## src/rtl/mem_access_pkg.sv

```systemverilog
// Shared funct3 codes, FSM state encodings and strobe constants for the memory stage.
package mem_access_pkg;

  localparam logic [2:0] F3_B  = 3'd0;
  localparam logic [2:0] F3_H  = 3'd1;
  localparam logic [2:0] F3_W  = 3'd2;
  localparam logic [2:0] F3_BU = 3'd4;
  localparam logic [2:0] F3_HU = 3'd5;

  localparam logic [1:0] MEM_ST_IDLE = 2'd0;
  localparam logic [1:0] MEM_ST_BUSY = 2'd1;
  localparam logic [1:0] MEM_ST_DONE = 2'd2;

  localparam logic [3:0] WSTRB_NONE = 4'b0000;
  localparam logic [3:0] WSTRB_B0   = 4'b0001;
  localparam logic [3:0] WSTRB_H_LO = 4'b0011;
  localparam logic [3:0] WSTRB_H_HI = 4'b1100;
  localparam logic [3:0] WSTRB_W    = 4'b1111;

  typedef enum logic [1:0] {
    SZ_BYTE = 2'd0,
    SZ_HALF = 2'd1,
    SZ_WORD = 2'd2
  } size_e;

  // Undefined funct3 codes fall back to a full word for both loads and stores.
  function automatic size_e access_size(input logic is_store, input logic [2:0] func);
    size_e sz;
    sz = SZ_WORD;
    if (is_store) begin
      case (func)
        F3_B:    sz = SZ_BYTE;
        F3_H:    sz = SZ_HALF;
        default: sz = SZ_WORD;
      endcase
    end else begin
      case (func)
        F3_B, F3_BU: sz = SZ_BYTE;
        F3_H, F3_HU: sz = SZ_HALF;
        default:     sz = SZ_WORD;
      endcase
    end
    return sz;
  endfunction

  function automatic logic is_misaligned(input size_e sz, input logic [1:0] offset);
    logic mis;
    case (sz)
      SZ_HALF: mis = offset[0];
      SZ_WORD: mis = (offset != 2'b00);
      default: mis = 1'b0;
    endcase
    return mis;
  endfunction

endpackage

```

## src/rtl/mem_access_if.sv

```systemverilog
// Single-outstanding req/ack data bus between the memory stage and data memory.
interface mem_access_if;
  logic        req;
  logic        we;
  logic [31:0] addr;
  logic [31:0] wdata;
  logic [3:0]  wstrb;
  logic        ack;
  logic [31:0] rdata;

  modport master (
    output req, we, addr, wdata, wstrb,
    input  ack, rdata
  );

  modport slave (
    input  req, we, addr, wdata, wstrb,
    output ack, rdata
  );
endinterface

```

## src/rtl/mem_access_load_align.sv

```systemverilog
// Combinational lane select and sign/zero extension of a raw load word.
module load_align
  import mem_access_pkg::*;
(
  input  logic [31:0] rdata,
  input  logic [1:0]  offset,
  input  logic [2:0]  func,
  output logic [31:0] result
);

  logic [7:0]  byte_lane;
  logic [15:0] half_lane;

  always_comb begin
    byte_lane = rdata[{offset, 3'b000} +: 8];
    half_lane = offset[1] ? rdata[31:16] : rdata[15:0];
    case (func)
      F3_B:    result = {{24{byte_lane[7]}}, byte_lane};
      F3_BU:   result = {24'd0, byte_lane};
      F3_H:    result = {{16{half_lane[15]}}, half_lane};
      F3_HU:   result = {16'd0, half_lane};
      default: result = rdata;
    endcase
  end

endmodule

```

## src/rtl/mem_access.sv

```systemverilog
// rv32 memory stage: one outstanding bus access, stall while in flight, valM valid in DONE (3 cycles min).
// Optional MEM_MISALIGN_CHECK_EN flags misaligned accesses in IDLE instead of issuing them.
module mem_access
  import mem_access_pkg::*;
#(
  parameter int unsigned TIMEOUT_CYCLES = 255
) (
  input  logic         clk,
  input  logic         rst,
  input  logic         regM_i_mem_rd,
  input  logic         regM_i_mem_wr,
  input  logic [2:0]   regM_i_mem_func,
  input  logic [31:0]  regM_i_valE,
  input  logic [31:0]  regM_i_valB,
  mem_access_if.master dbus,
  output logic [31:0]  memory_o_valM,
  output logic         memory_o_stall,
  output logic         memory_o_bus_err,
  output logic         memory_o_misalign
);

  localparam logic [8:0] TIMEOUT_LIM = TIMEOUT_CYCLES[8:0];

  logic [1:0]  state;
  logic        req_q;
  logic        we_q;
  logic [31:0] addr_q;
  logic [31:0] wdata_q;
  logic [3:0]  wstrb_q;
  logic [31:0] load_buf;
  logic [7:0]  wait_cnt;
  logic        bus_err_q;
  logic [1:0]  ld_offset;
  logic [2:0]  ld_func;
  logic        ld_pending;

  logic        is_store;
  logic        access_req;
  logic        access;
  logic        misalign;
  size_e       size;
  logic [31:0] st_wdata;
  logic [3:0]  st_wstrb;
  logic [8:0]  cnt_next;
  logic [31:0] aligned;

  // A store wins when both requests are raised together.
  assign is_store   = regM_i_mem_wr;
  assign access_req = regM_i_mem_rd | regM_i_mem_wr;
  assign size       = access_size(is_store, regM_i_mem_func);

`ifdef MEM_MISALIGN_CHECK_EN
  assign misalign = (state == MEM_ST_IDLE) && access_req &&
                    is_misaligned(size, regM_i_valE[1:0]);
`else
  assign misalign = 1'b0;
`endif

  assign access   = access_req & ~misalign;
  assign cnt_next = {1'b0, wait_cnt} + 9'd1;

  always_comb begin
    st_wdata = regM_i_valB;
    st_wstrb = WSTRB_W;
    case (size)
      SZ_BYTE: begin
        st_wdata = {4{regM_i_valB[7:0]}};
        st_wstrb = WSTRB_B0 << regM_i_valE[1:0];
      end
      SZ_HALF: begin
        st_wdata = {2{regM_i_valB[15:0]}};
        st_wstrb = regM_i_valE[1] ? WSTRB_H_HI : WSTRB_H_LO;
      end
      default: begin
        st_wdata = regM_i_valB;
        st_wstrb = WSTRB_W;
      end
    endcase
  end

  always_ff @(posedge clk) begin
    if (rst) begin
      state      <= MEM_ST_IDLE;
      req_q      <= 1'b0;
      we_q       <= 1'b0;
      addr_q     <= 32'd0;
      wdata_q    <= 32'd0;
      wstrb_q    <= WSTRB_NONE;
      load_buf   <= 32'd0;
      wait_cnt   <= 8'd0;
      bus_err_q  <= 1'b0;
      ld_offset  <= 2'd0;
      ld_func    <= 3'd0;
      ld_pending <= 1'b0;
    end else begin
      bus_err_q <= 1'b0;
      case (state)
        MEM_ST_IDLE: begin
          if (access) begin
            state      <= MEM_ST_BUSY;
            req_q      <= 1'b1;
            we_q       <= is_store;
            addr_q     <= {regM_i_valE[31:2], 2'b00};
            wdata_q    <= is_store ? st_wdata : 32'd0;
            wstrb_q    <= is_store ? st_wstrb : WSTRB_NONE;
            wait_cnt   <= 8'd0;
            ld_offset  <= regM_i_valE[1:0];
            ld_func    <= regM_i_mem_func;
            ld_pending <= ~is_store;
          end
        end
        MEM_ST_BUSY: begin
          if (dbus.ack) begin
            load_buf <= dbus.rdata;
            req_q    <= 1'b0;
            state    <= MEM_ST_DONE;
          end else if (cnt_next == TIMEOUT_LIM) begin
            // Abandoned access: the pipeline still sees a (zero) result in DONE.
            load_buf  <= 32'd0;
            req_q     <= 1'b0;
            bus_err_q <= 1'b1;
            state     <= MEM_ST_DONE;
          end else begin
            wait_cnt <= cnt_next[7:0];
          end
        end
        MEM_ST_DONE: state <= MEM_ST_IDLE;
        default:     state <= MEM_ST_IDLE;
      endcase
    end
  end

  load_align u_load_align (
    .rdata  (load_buf),
    .offset (ld_offset),
    .func   (ld_func),
    .result (aligned)
  );

  assign dbus.req   = req_q;
  assign dbus.we    = we_q;
  assign dbus.addr  = addr_q;
  assign dbus.wdata = wdata_q;
  assign dbus.wstrb = wstrb_q;

  assign memory_o_valM     = ((state == MEM_ST_DONE) && ld_pending) ? aligned : 32'd0;
  assign memory_o_stall    = ((state == MEM_ST_IDLE) && access) || (state == MEM_ST_BUSY);
  assign memory_o_bus_err  = bus_err_q;
  assign memory_o_misalign = misalign;

endmodule
```

## src/flat_wrapper.sv

```systemverilog
// flat-port wrapper written by rule: the top's interface ports become plain ports
module mem_access_flat import mem_access_pkg::*;
#(
  parameter int unsigned TIMEOUT_CYCLES = 255
)
  (clk, rst, regM_i_mem_rd, regM_i_mem_wr, regM_i_mem_func, regM_i_valE, regM_i_valB, memory_o_valM, memory_o_stall, memory_o_bus_err, memory_o_misalign, dbus_req, dbus_we, dbus_addr, dbus_wdata, dbus_wstrb, dbus_ack, dbus_rdata);
  mem_access_if dbus_i ();
  input  logic clk;
  input  logic rst;
  input  logic regM_i_mem_rd;
  input  logic regM_i_mem_wr;
  input  logic [2:0] regM_i_mem_func;
  input  logic [31:0] regM_i_valE;
  input  logic [31:0] regM_i_valB;
  output logic [31:0] memory_o_valM;
  output logic memory_o_stall;
  output logic memory_o_bus_err;
  output logic memory_o_misalign;
  output wire logic [$bits(dbus_i.req)-1:0] dbus_req;
  output wire logic [$bits(dbus_i.we)-1:0] dbus_we;
  output wire logic [$bits(dbus_i.addr)-1:0] dbus_addr;
  output wire logic [$bits(dbus_i.wdata)-1:0] dbus_wdata;
  output wire logic [$bits(dbus_i.wstrb)-1:0] dbus_wstrb;
  input wire logic [$bits(dbus_i.ack)-1:0] dbus_ack;
  input wire logic [$bits(dbus_i.rdata)-1:0] dbus_rdata;
  assign dbus_req = dbus_i.req;
  assign dbus_we = dbus_i.we;
  assign dbus_addr = dbus_i.addr;
  assign dbus_wdata = dbus_i.wdata;
  assign dbus_wstrb = dbus_i.wstrb;
  assign dbus_i.ack = dbus_ack;
  assign dbus_i.rdata = dbus_rdata;
  mem_access #(.TIMEOUT_CYCLES(TIMEOUT_CYCLES)) u_core (.clk(clk), .rst(rst), .regM_i_mem_rd(regM_i_mem_rd), .regM_i_mem_wr(regM_i_mem_wr), .regM_i_mem_func(regM_i_mem_func), .regM_i_valE(regM_i_valE), .regM_i_valB(regM_i_valB), .dbus(dbus_i), .memory_o_valM(memory_o_valM), .memory_o_stall(memory_o_stall), .memory_o_bus_err(memory_o_bus_err), .memory_o_misalign(memory_o_misalign));
endmodule
```

## config.mk

```make
export PLATFORM = sky130hd
export DESIGN_NAME = mem_access_flat
export DESIGN_NICKNAME = d
export VERILOG_FILES = /design/src/rtl/mem_access_pkg.sv /design/src/rtl/mem_access_if.sv /design/src/rtl/mem_access_load_align.sv /design/src/rtl/mem_access.sv /design/src/flat_wrapper.sv
export SDC_FILE = /design/constraint.sdc
export NUM_CORES = 1
export LEC_CHECK = 0
export BUFFER_PORTS_ARGS = -buffer_cell sky130_fd_sc_hd__buf_2
export CORE_MARGIN = 2
export CORE_UTILIZATION = 52
export CTS_CLUSTER_DIAMETER = 200
export DETAILED_ROUTE_END_ITERATION = 10
export PLACE_DENSITY = 0.85
export SLEW_MARGIN = 0
export SYNTH_ARGS = -nofsm -noshare
export SYNTH_HDL_FRONTEND = slang
export SYNTH_SLANG_ARGS = --single-unit
```

## constraint.sdc

```tcl
create_clock -name clk -period 3 [get_ports clk]
set_input_delay 0.6 -clock clk [delete_from_list [all_inputs] [get_ports clk]]
set_output_delay 0.6 -clock clk [all_outputs]
set_load 0.01 [all_outputs]
```

==> reports/qor.json <==
{
  "layout.filler_cells": 772,
  "worst_hold_path.endpoint": "u_core.load_buf[21]$_SDFFE_PP0P_",
  "dp_worst_setup_slack_ps": 449,
  "cells_after_synthesis": 647,
  "cts_root_buf": "clkbuf_8",
  "timing.final.max_slew_violations": 0,
  "cts_tree": "yes",
  "core_area_um2": 9730,
  "synth.distinct_cells": 47,
  "grtUsageTotal_pct": 29.3,
  "worstPathMaxFanout": 31,
  "hp-class": "input port to register",
  "worst-slew-pin-transition_ps": 738,
  "critPathKind": "register to primary output",
  "clkSinkCount": 117,
  "clk-insertion-delay-late_ps": 520,
  "wirelength_mm": 15.8,
  "pin_count_of_the_biggest_net_entering_global_routing": 74,
  "place_congestion": 0.909,
  "ctsHoldBuffers": 0,
  "synth.top_cells.by_area": "dfxtp_1, nand2_1, a21oi_1",
  "route.detailed.wl_per_inst_um": 16.1,
  "finalSetupViolCount": 0,
  "ratio_of_cells_with_drive_above_1_in_the_final_layout_pct": 33.0,
  "internal_power_w": 0.00340,
  "data_required_critical_path_ps": 2400,
  "synth_top_area_share_pct": 45.0,
  "post_drt_via_cell_ratio": 5.63,
  "worst-r2r-cell-count": 7,
  "chipHeight_um": 104,
  "ys_seq_area_share_pct": 45.0,
  "power.share.combinational_pct": 13.3,
  "fp.dieArea_um2": 10800,
  "antenna_left": 0,
  "ctsLongestPathBuffers": 2,
  "drc": 0,
  "floorplan.die.width_um": 104,
  "synth_seq_cells": 117,
  "nNetsFinal": 941,
  "max-cap-violations": 0,
  "max_stage_delay_ps": 370,
  "hold_start": "dbus_rdata[21]",
  "antennaDiodeCount": 0,
  "power.ir.vdd_worst_mv": 0.404,
  "drt_iter0_drc": 318,
  "maxClockFrequency_mhz": 358,
  "start_kind": "register",
  "dpl.hpwl_mm": 10.9,
  "clk_transition_reported_paths_ps": 60,
  "flow.area_growth_from_synthesis_pct": 34.5,
  "grt_first_pass_wirelength_mm": 25.8,
  "outcome": "finished, final reports clean",
  "post-route-min-period_ps": 2800,
  "ys_warn_count": 0,
  "synth.cell_area_um2": 5210,
  "syn_avg_cell_area_um2": 8.05,
  "grt_antenna_before_repair": 0,
  "postSynth.asyncResetShare_pct": 0,
  "fin_setup_tns_ps": 0,
  "final-hold-violation-count": 0,
  "final.setup.worst_slack_ps": 204,
  "timing.rr.end": "u_core.load_buf[18]$_SDFFE_PP0P_",
  "number_of_top_level_design_ports": 209,
  "worst_path_max_delay_cell": "mux2_2",
  "grt_remaining_overflow": 0,
  "synth-edff-count": 0,
  "worst-endpoint-arrival_ps": 2200,
  "reg2reg_from": "u_core.wait_cnt[0]$_SDFFE_PP0P_",
  "number_of_global_route_vias_before_repair": 5239,
  "end_kind": "primary output",
  "io_buffers": 205,
  "rsz0062_at_grt": "false",
  "critical_path.cell_chain": "buf_12 > mux2_2 > nor2_1 > a211oi_1 > o21ai_1 > buf_6 > a21oi_1 > buf_2",
  "p_leak_nw": 3.23,
  "route.vias.total": 5520,
  "share_clk_of_total_power_pct": 48.3,
  "power_frac_seq_pct": 38.4,
  "yosysTopAreaCell": "dfxtp_1",
  "drt_pass_1_iters": 5,
  "cts_inserted_buffers": 17,
  "max-slew-margin-rel_pct": 50.8,
  "timing.clock.skew_ps": 6.37,
  "final_min_period_over_clock_period_pct": 93.2,
  "regToRegSetupSlack_ps": 950,
  "switching_power_w": 0.00113,
  "initial_utilization_pct": 53.5,
  "htree_levels": 4,
  "synthFlopType": "dfxtp_1",
  "power_density_nw_per_um2": 646,
  "net_switching_share_of_the_total_power_pct": 24.9,
  "floorplan.rows": 36,
  "whs_path_depth": 2
}
## area by class of cell
class                   instances  area (µm²)  area share (%)
clock buffers                  23         467            6.66
clock inverters                 9         173            2.47
inverters                      27         101            1.45
multi-input cells             452        2600            37.1
flip-flops and latches        117        2340            33.5
well taps                     133         166            2.38
repair buffers                220        1150            16.5
## cell usage in the layout, fill, tap and decap left out, drive strengths merged, types with 2 or more instances in the layout
master	synthesis	layout
a211o	4	4
a211oi	4	4
a21o	3	3
a21oi	89	89
a221oi	7	7
a22o	32	32
a22oi	19	19
a31oi	7	7
and2	2	2
buf	10	220
bufinv	0	5
clkbuf	43	23
clkinv	0	3
conb	1	3
dfxtp	117	117
ha	2	2
inv	27	27
mux2	9	9
mux2i	9	9
nand2	141	141
nand2b	2	2
nand3	5	5
nor2	46	46
nor2b	2	2
nor3	14	14
nor3b	3	3
o211ai	8	8
o21ai	18	18
o221a	8	8
or3	2	2
xor2	2	2
## routing by layer
| metal | global-route usage, % | share of wire [%] |
|---|---|---|
| met1 | 34.0 | 39 |
| met2 | 49.6 | 50 |
| met5 | 0 | 0 |
| met3 | 9.71 | 8.5 |
| met4 | 12.4 | 2.6 |
## worst max-delay path by stage
stage	startpoint	endpoint	slack, ps	cells after the start
after detailed placement	u_core.ld_offset[0]$_SDFFE_PP0P_	memory_o_valM[15]	450	6
after global routing	u_core.ld_func[0]$_SDFFE_PP0P_	memory_o_valM[7]	50	6
after floorplan	u_core.ld_offset[1]$_SDFFE_PP0P_	memory_o_valM[21]	680	7
after global placement	u_core.ld_offset[0]$_SDFFE_PP0P_	memory_o_valM[15]	510	6
after CTS	u_core.ld_offset[1]$_SDFFE_PP0P_	memory_o_valM[19]	30	8
final	u_core.ld_offset[1]$_SDFFE_PP0P_	memory_o_valM[19]	200	8
## synth_stat cells (all sizes together), types with 2 or more instances
cell / instances
nand3: 5
o221a: 8
mux2i: 9
dfxtp: 117
a22o: 32
o21ai: 18
o211ai: 8
a221oi: 7
nor3b: 3
mux2: 9
a22oi: 19
a211oi: 4
and2: 2
nor2b: 2
a21oi: 89
nand2b: 2
nor2: 46
xor2: 2
ha: 2
inv: 27
a211o: 4
a31oi: 7
nor3: 14
a21o: 3
clkbuf: 43
or3: 2
buf: 10
nand2: 141
## power groups by stage
stage	Sequential (W)	Combinational (W)	Clock, W
finish	0.00174	0.000602	0.00218
global route	0.00175	0.000664	0.00229
detailed placement	0.00176	0.000585	0
CTS	0.00173	0.000592	0.00222
global placement	0.00176	0.000571	0
floorplan	0.00177	0.000333	0
## flip-flops by register name (all words and copies together), names as in the netlist
signal and flops:
u_core.wait_cnt 8, u_core.ld_pending 1, u_core.dbus.wstrb 4, u_core.dbus.wdata 32, u_core.state 2, u_core.memory_o_bus_err 1
u_core.load_buf 32, u_core.ld_func 3, u_core.dbus.req 1, u_core.dbus.we 1, u_core.dbus.addr 30, u_core.ld_offset 2
## cell families (layout without fill, tap and decap cells)
family                     count (synthesis)  count (layout)  synth area share, %
muxes                                     19              19                 4.11
buffers and inverters                     80             279                 6.08
other                                      1               3               0.0720
AOI/OAI and AO/OA                        204             204                 26.4
adders and majority gates                  2               2                0.481
and+or+nand+nor                          221             221                 17.4
DFF                                      117             117                 45.0
xor gates and xnor gates                   3               3                0.505
## critical path, delay by kind of cell, from the launching register on
kind / cells / cell delay, ps
buffers and inverters: 3 / 540
flip-flops: 1 / 360
AND/OR/NAND/NOR: 1 / 100
multiplexers: 1 / 370
AO/OA/AOI/OAI: 3 / 290
## per-stage QoR
step           cell area, µm²  instances  utilization, %  power [W]  hold WS [ps]
5_1_grt                  7000        981            72.0    0.00470           283
3_5_place_dp             6320        948            65.0    0.00235           443
4_1_cts                  6970        980            71.6    0.00455           275
2_1_floorplan            5210        649               -    0.00211           443
3_3_place_gp             6320        948            65.0    0.00233           439
6_report                 7000        981            72.0    0.00453           299
## what timing repair did
item / 4_1_cts / 5_1_grt
cloned: 0 / 0
setup endpoints to repair: 1 / 25
pin swaps: 0 / 1
buffers inserted: 0 / 1
gates resized for setup: 1 / 7
Power figures use the tool's default switching activity.
